--- config.mk ---
export PLATFORM = sky130hd
export DESIGN_NAME = mem_bus_arbiter
export DESIGN_NICKNAME = d
export VERILOG_FILES = /design/src/rtl/mem_bus_arbiter_pkg.sv /design/src/rtl/mem_bus_arbiter_watchdog.sv /design/src/rtl/mem_bus_arbiter.sv
export SDC_FILE = /design/constraint.sdc
export NUM_CORES = 1
export LEC_CHECK = 0
export CORE_MARGIN = 1
export CORE_UTILIZATION = 43
export CTS_BUF_LIST = sky130_fd_sc_hd__clkbuf_16
export CTS_CLUSTER_DIAMETER = 150
export DETAILED_ROUTE_END_ITERATION = 8
export PLACE_DENSITY = 0.85
export SETUP_SLACK_MARGIN = 0.3
export SLEW_MARGIN = 20
export SYNTH_ARGS = -nofsm -noshare
export SYNTH_HDL_FRONTEND = slang
export SYNTH_SLANG_ARGS = --single-unit
--- constraint.sdc ---
create_clock -name clk -period 15.05 [get_ports clk]
set_clock_uncertainty 0.1 [all_clocks]
set_input_delay 3.01 -clock clk [delete_from_list [all_inputs] [get_ports clk]]
set_output_delay 3.01 -clock clk [all_outputs]
set_load 0.005 [all_outputs]
--- src/rtl/mem_bus_arbiter_pkg.sv ---
// Shared types for the instruction/data memory bus arbiter.
package mem_bus_arbiter_pkg;

  typedef enum logic [1:0] {
    GRANT_NONE   = 2'd0,
    GRANT_IFETCH = 2'd1,
    GRANT_DATA   = 2'd2
  } bus_grant_t;

  typedef enum logic [1:0] {
    ARB_IDLE  = 2'd0,
    ARB_I_ACC = 2'd1,
    ARB_D_ACC = 2'd2,
    ARB_RESP  = 2'd3
  } arb_state_t;

endpackage

--- src/rtl/mem_bus_arbiter_watchdog.sv ---
// bus_watchdog: counts stalled access cycles and flags the cycle whose tick reaches LIMIT.
module bus_watchdog #(
  parameter int unsigned LIMIT = 255
) (
  input  logic clk,
  input  logic rst,
  input  logic clear,
  input  logic tick,
  output logic expired
);

  localparam int unsigned CntW = $clog2(LIMIT + 1);

  logic [CntW-1:0] cnt_q, cnt_d;

  // Expire on the tick that would bring the count to LIMIT, so the owner sees exactly LIMIT
  // strobe cycles before the abort.
  assign expired = tick && (cnt_q == CntW'(LIMIT - 1));

  always_comb begin
    cnt_d = cnt_q;
    if (clear) begin
      cnt_d = '0;
    end else if (tick) begin
      cnt_d = cnt_q + 1'b1;
    end
  end

  always_ff @(posedge clk or posedge rst) begin
    if (rst) begin
      cnt_q <= '0;
    end else begin
      cnt_q <= cnt_d;
    end
  end

endmodule

--- src/rtl/mem_bus_arbiter.sv ---
// Round-robin arbiter sharing one memory bus between ifetch and data ports.
// Define BUS_TIMEOUT_EN to abort accesses that wait TIMEOUT_CYCLES without mem_ready.
module mem_bus_arbiter
  import mem_bus_arbiter_pkg::*;
#(
  parameter int unsigned ADDR_W         = 32,
  parameter int unsigned DATA_W         = 32,
  parameter int unsigned TIMEOUT_CYCLES = 255
) (
  input  logic                clk,
  input  logic                rst,
  input  logic                i_req,
  input  logic [ADDR_W-1:0]   i_addr,
  output logic [DATA_W-1:0]   i_rdata,
  output logic                i_done,
  input  logic                d_req,
  input  logic                d_we,
  input  logic [ADDR_W-1:0]   d_addr,
  input  logic [DATA_W-1:0]   d_wdata,
  input  logic [DATA_W/8-1:0] d_be,
  output logic [DATA_W-1:0]   d_rdata,
  output logic                d_done,
  output logic [ADDR_W-1:0]   mem_addr,
  output logic [DATA_W-1:0]   mem_wdata,
  output logic [DATA_W/8-1:0] mem_be,
  output logic                mem_re,
  output logic                mem_we,
  input  logic [DATA_W-1:0]   mem_rdata,
  input  logic                mem_ready,
  output logic [1:0]          grant,
  output logic                bus_err,
  output logic                stall
);

  localparam int unsigned BeW = DATA_W / 8;

  arb_state_t        state_q, state_d;
  bus_grant_t        grant_q, grant_d;
  bus_grant_t        last_q, last_d;
  logic [ADDR_W-1:0] addr_q, addr_d;
  logic [DATA_W-1:0] wdata_q, wdata_d;
  logic [BeW-1:0]    be_q, be_d;
  logic              re_q, re_d;
  logic              we_q, we_d;
  logic              err_q, err_d;
  logic [DATA_W-1:0] i_rdata_q, i_rdata_d;
  logic [DATA_W-1:0] d_rdata_q, d_rdata_d;
  logic              in_acc;
  logic              timeout;

  assign in_acc = (state_q == ARB_I_ACC) || (state_q == ARB_D_ACC);

`ifdef BUS_TIMEOUT_EN
  bus_watchdog #(
    .LIMIT(TIMEOUT_CYCLES)
  ) u_bus_watchdog (
    .clk    (clk),
    .rst    (rst),
    .clear  (!in_acc),
    .tick   (in_acc && !mem_ready),
    .expired(timeout)
  );
`else
  assign timeout = 1'b0;
`endif

  always_comb begin
    state_d   = state_q;
    grant_d   = grant_q;
    last_d    = last_q;
    addr_d    = addr_q;
    wdata_d   = wdata_q;
    be_d      = be_q;
    re_d      = re_q;
    we_d      = we_q;
    err_d     = err_q;
    i_rdata_d = i_rdata_q;
    d_rdata_d = d_rdata_q;

    unique case (state_q)
      ARB_IDLE: begin
        // Data wins unless it was the previous owner and ifetch is also waiting.
        if (d_req && (!i_req || (last_q != GRANT_DATA))) begin
          state_d = ARB_D_ACC;
          grant_d = GRANT_DATA;
          last_d  = GRANT_DATA;
          addr_d  = d_addr;
          wdata_d = d_wdata;
          be_d    = d_we ? d_be : '1;
          re_d    = !d_we;
          we_d    = d_we;
          err_d   = 1'b0;
        end else if (i_req) begin
          state_d = ARB_I_ACC;
          grant_d = GRANT_IFETCH;
          last_d  = GRANT_IFETCH;
          addr_d  = i_addr;
          wdata_d = '0;
          be_d    = '1;
          re_d    = 1'b1;
          we_d    = 1'b0;
          err_d   = 1'b0;
        end
      end
      ARB_I_ACC, ARB_D_ACC: begin
        if (mem_ready || timeout) begin
          state_d = ARB_RESP;
          grant_d = GRANT_NONE;
          re_d    = 1'b0;
          we_d    = 1'b0;
          err_d   = !mem_ready;
          if (state_q == ARB_I_ACC) begin
            i_rdata_d = mem_ready ? mem_rdata : '0;
          end else if (!mem_ready) begin
            d_rdata_d = '0;
          end else if (!we_q) begin
            d_rdata_d = mem_rdata;
          end
        end
      end
      ARB_RESP: begin
        state_d = ARB_IDLE;
      end
      default: begin
        state_d = ARB_IDLE;
      end
    endcase
  end

  always_ff @(posedge clk or posedge rst) begin
    if (rst) begin
      state_q   <= ARB_IDLE;
      grant_q   <= GRANT_NONE;
      last_q    <= GRANT_IFETCH;
      addr_q    <= '0;
      wdata_q   <= '0;
      be_q      <= '0;
      re_q      <= 1'b0;
      we_q      <= 1'b0;
      err_q     <= 1'b0;
      i_rdata_q <= '0;
      d_rdata_q <= '0;
    end else begin
      state_q   <= state_d;
      grant_q   <= grant_d;
      last_q    <= last_d;
      addr_q    <= addr_d;
      wdata_q   <= wdata_d;
      be_q      <= be_d;
      re_q      <= re_d;
      we_q      <= we_d;
      err_q     <= err_d;
      i_rdata_q <= i_rdata_d;
      d_rdata_q <= d_rdata_d;
    end
  end

  // last_q names the owner while in RESP, since it was updated on entry to ACC.
  assign i_done    = (state_q == ARB_RESP) && (last_q == GRANT_IFETCH);
  assign d_done    = (state_q == ARB_RESP) && (last_q == GRANT_DATA);
  assign bus_err   = (state_q == ARB_RESP) && err_q;
  assign stall     = (i_req && !i_done) || (d_req && !d_done);
  assign grant     = grant_q;
  assign mem_addr  = addr_q;
  assign mem_wdata = wdata_q;
  assign mem_be    = be_q;
  assign mem_re    = re_q;
  assign mem_we    = we_q;
  assign i_rdata   = i_rdata_q;
  assign d_rdata   = d_rdata_q;

endmodule

**Word-level counts from Yosys, hierarchy flattened**

Cells that the tools add are included.

- Memories kept: 0
- ROM bits: 0
- Latch bits: 0
- Bits in writable memories: 0
- Register bits after elaboration: 141

- Mux-type cells: 23
- $mul: 0
- Divide/modulo/power cells: 0
- Add/subtract/negate cells: 0
- Equal/unequal tests: 8
- Reductions and logical operators: 22
- Shift-type cells: 0
- Bitwise logic cells: 2
- $lt $le $gt $ge: 0

Operator list:

| kind | count |
|---|---|
| 32-bit 2-to-1 mux | 4 |
| 4-bit 2-to-1 mux | 3 |
| 2-bit 2-to-1 mux | 4 |
| 1-bit 2-to-1 mux | 7 |
| 2-bit equality test, second input constant | 3 |
| 1-bit logical AND | 6 |
| 1-bit one-hot mux with 2 select lines | 3 |
| 2-bit one-hot mux with 3 select lines | 1 |
| 3-bit AND reduction | 2 |
| 1-bit zero test | 5 |
| 2-bit by 1-bit equality test with 1-bit output, second input constant | 2 |
| 2-bit != test, second input constant | 2 |
| 2-bit one-hot mux with 2 select lines | 1 |
| 2-bit AND reduction | 2 |
| 4-bit AND reduction | 1 |
| 2-bit nonzero test | 2 |
| 3-bit != test, second input constant | 1 |
| 2-bit zero test | 1 |
| 1-bit logical OR | 2 |
| 1-bit NOT | 2 |
| 2-bit OR reduction | 1 |

**Longest topological paths before layout**

- Depth in word-level cells: 5
- Gate-level depth with buffers: 6
- Gate-level depth less buffers: 5

**Worst setup path before layout**

No wires, ideal clock.

- Kind: input-to-output
- Start: input port d_req
- End: output port stall
- Setup slack: 8.565 ns
- Cell stages on the path: 3
- Arrival time: 3.375 ns
- Buffers on the path: 1
- Cell sequence: buf_2 > inv_1 > o22ai_1

- Cells in the longest elaborated chain, start to end: 2

Ends and longest elaborated chain:

| element | line | source |
|---|---|---|
| start, declared | mem_bus_arbiter.sv:16 | `input logic d_req,` |
| 1-bit logical AND | mem_bus_arbiter.sv:162 | `assign stall = (i_req && !i_done) \|\| (d_req && !d_done);` |
| 1-bit logical OR | mem_bus_arbiter.sv:162 |  |
| end, declared | mem_bus_arbiter.sv:32 | `output logic stall` |

No other way between the ends.

**Worst setup path after layout**

Ends and elaborated chain as after synthesis.

==> results.py <==
metrics = {
    "setup_path": {
        "ff2ff_path_depth": 5,
        "reg2reg_to": "d_rdata[16]",
        "endpoint": "stall",
        "worst-setup-path-type": "input pin to primary output",
        "r2r_setup_slack_ns": 12.74,
        "path_max_fanout": 12,
        "start_kind": "input pin",
        "cp-end-kind": "primary output",
        "cp.required_ns": 11.94,
        "reg2reg_from": "state_q[0]",
        "critical_path.startpoint": "d_req",
        "arrival_ns": 4.54,
    },
    "power_and_ir_drop": {
        "power_leakage_nw": 3.81,
        "vdd_ir_drop_max_mv": 0.0903,
        "seq_power_share": 0.362,
        "netSwitchingFraction": 0.288,
        "combinationalPowerShare": 0.451,
        "p_int_mw": 1.28,
        "p_per_area_nw_per_um2": 202,
        "switching_power_mw": 0.521,
        "clkPwrFrac": 0.188,
    },
    "clock_network": {
        "path_clk_slew_ns": 0.05,
        "cts_buffers": 17,
        "h-tree-depth": 4,
        "post-cts-setup-buffers": 0,
        "cts_tree": "built",
        "cts_resized": 0,
        "numClockSinks": 141,
        "holdBufCountCts": 0,
        "cts_buffer_depth": 2,
        "clock-root-buffer": "clkbuf_16",
        "clk_latency_ns": 0.41,
    },
    "route": {
        "ant_nets": 0,
        "vias": 4331,
        "routed_wirelength_um": 15600,
        "viasPerCell": 5.22,
        "drt_pass1_iterations": 4,
        "drc": 0,
        "wl_per_cell_um": 18.9,
        "drtIter0Drc": 212,
    },
    "layout": {
        "seqCellArea_um2": 3530,
        "final_common_cell": "clkdlybuf4s50_1",
        "layout-drive-gt1-share": 0.146,
        "nNetsFinal": 794,
        "layout_common_cells": "277 x clkdlybuf4s50_1, 140 x dfrtp_1, 62 x mux2_2, 35 x and2_1, 35 x a22o_1",
        "instances_no_fill": 830,
        "post-route-util": 0.708,
        "fill_cells": 913,
        "syn2layout_area_growth_pct": 61.0,
        "multi_input_area_um2": 1890,
        "antenna_cells": 0,
    },
    "logic_synthesis": {
        "ys.flop_type": "dfrtp_1",
        "synth_area_um2": 5550,
        "syn-num-nets": 518,
        "synth_seq_cells": 141,
        "ys_seq_area_frac": 0.636,
        "syn_inst": 376,
        "synth_edf_count": 0,
        "synth_area_per_cell_um2": 14.8,
        "synth_cell_type_count": 36,
        "async_flop_share": 1.00,
        "yosysWarningCount": 0,
    },
    "floorplanning": {
        "die_y_um": 116,
        "die_width_um": 116,
        "rows": 41,
        "coreArea_um2": 12600,
        "die_area_um2": 13400,
        "ioPinCount": 278,
        "start_util": 0.440,
    },
    "min_path": {
        "min_path_type": "flop to flop",
    },
    "sta": {
        "rsz0062_at_grt": "false",
        "hold_ws_ns": 0.376,
        "slew_headroom": 0.475,
        "hold_violations": 0,
        "setup_tns_ns": 0,
        "max_freq_mhz": 131,
        "worst_pin_slew_ns": 0.787,
        "fin_crit_sh": 0.509,
        "finalMaxSlewViolations": 0,
        "setup_viol": 0,
        "period_needed_ns": 7.65,
    },
    "place": {
        "dp.cells": 805,
        "port_buffers": 277,
        "dp_hpwl_um": 11400,
        "globalplace.congestion": 0.838,
    },
    "global_routing": {
        "grt_first_pass_wirelength_um": 23300,
        "grtUsageTotal": 0.234,
        "grt_max_degree": 90,
        "grt_pass1_vias": 4468,
        "antenna_found_initial": 0,
        "overflow": 0,
    },
    "flow_run": {
        "cap_violations": 0,
    },
    "outcome": {
        "status": "complete, no violations",
    },
}
sequential cells by signal, indices dropped and copies added, names as in the netlist:
signal,count
d_rdata,32
mem_addr,32
err_q,1
i_rdata,32
grant,2
last_q,2
state_q,2
mem_we,1
mem_be,4
mem_wdata,32
mem_re,1
area by class of cell:
type | instances | share of cell area
Multi-Input combinational cell | 204 | 0.211
Inverter | 6 | 0.00308
Sequential cell | 141 | 0.395
Clock buffer | 17 | 0.0476
Tap cell | 172 | 0.0241
Timing Repair Buffer | 282 | 0.315
Clock inverter | 8 | 0.00420
layer usage:
layer | share of wire | track usage | up-vias
met5 | 0 | 0 | -
met3 | 0.090 | 0.0863 | 28
li1 | - | - | 1947
met2 | 0.52 | 0.411 | 206
met4 | 0.027 | 0.120 | 0
met1 | 0.36 | 0.247 | 2150
cells in the mapped netlist, types with 4 or more instances:
library cell | n | area (um2)
ha_1 | 4 | 50.1
buf_2 | 11 | 55.1
o22a_1 | 4 | 35.0
dfrtp_1 | 140 | 3500
clkbuf_1 | 5 | 18.8
inv_1 | 6 | 22.5
a221o_1 | 32 | 320
a22o_1 | 35 | 307
mux2_2 | 62 | 698
nand2b_1 | 4 | 25.0
and2_1 | 35 | 219
power groups by stage:
stage / registers [mW] / logic, mW / clock network, mW
2_1_floorplan: 0.659 / 0.342 / 0
3_3_place_gp: 0.647 / 0.793 / 0
3_5_place_dp: 0.656 / 0.818 / 0
4_1_cts: 0.655 / 0.823 / 0.347
5_1_grt: 0.672 / 0.871 / 0.362
6_report: 0.653 / 0.814 / 0.339
kinds of logic after synthesis:
logic type,share of synthesized area
buf+inv,0.0295
mux,0.132
fa+ha+maj,0.00902
compound gates,0.133
flops,0.636
simple gates,0.0609
through the flow:
| stage | setup WS [ns] | area [um2] | total power [mW] |
|---|---|---|---|
| floorplan | 8.16 | 5550 | 1.00 |
| global placement | 7.43 | 8470 | 1.44 |
| detailed placement | 7.43 | 8470 | 1.47 |
| CTS | 7.40 | 8930 | 1.82 |
| global route | 7.32 | 8940 | 1.91 |
| finish | 7.40 | 8940 | 1.81 |
critical path, stage by stage:
cell	delay (ns)
clkdlybuf4s50_1	0.75
inv_1	0.08
o22ai_1	0.18
clkdlybuf4s50_1	0.53
worst min path at each step:
stage	start	to	slack, ns	depth (start not counted)
after floorplan	err_q	err_q	0.34	1
after global placement	err_q	err_q	0.36	1
after detailed placement	err_q	err_q	0.37	1
after CTS	err_q	err_q	0.38	1
after global routing	err_q	err_q	0.39	1
final	err_q	err_q	0.38	1
Note: power is estimated with default switching activity, not from simulation.
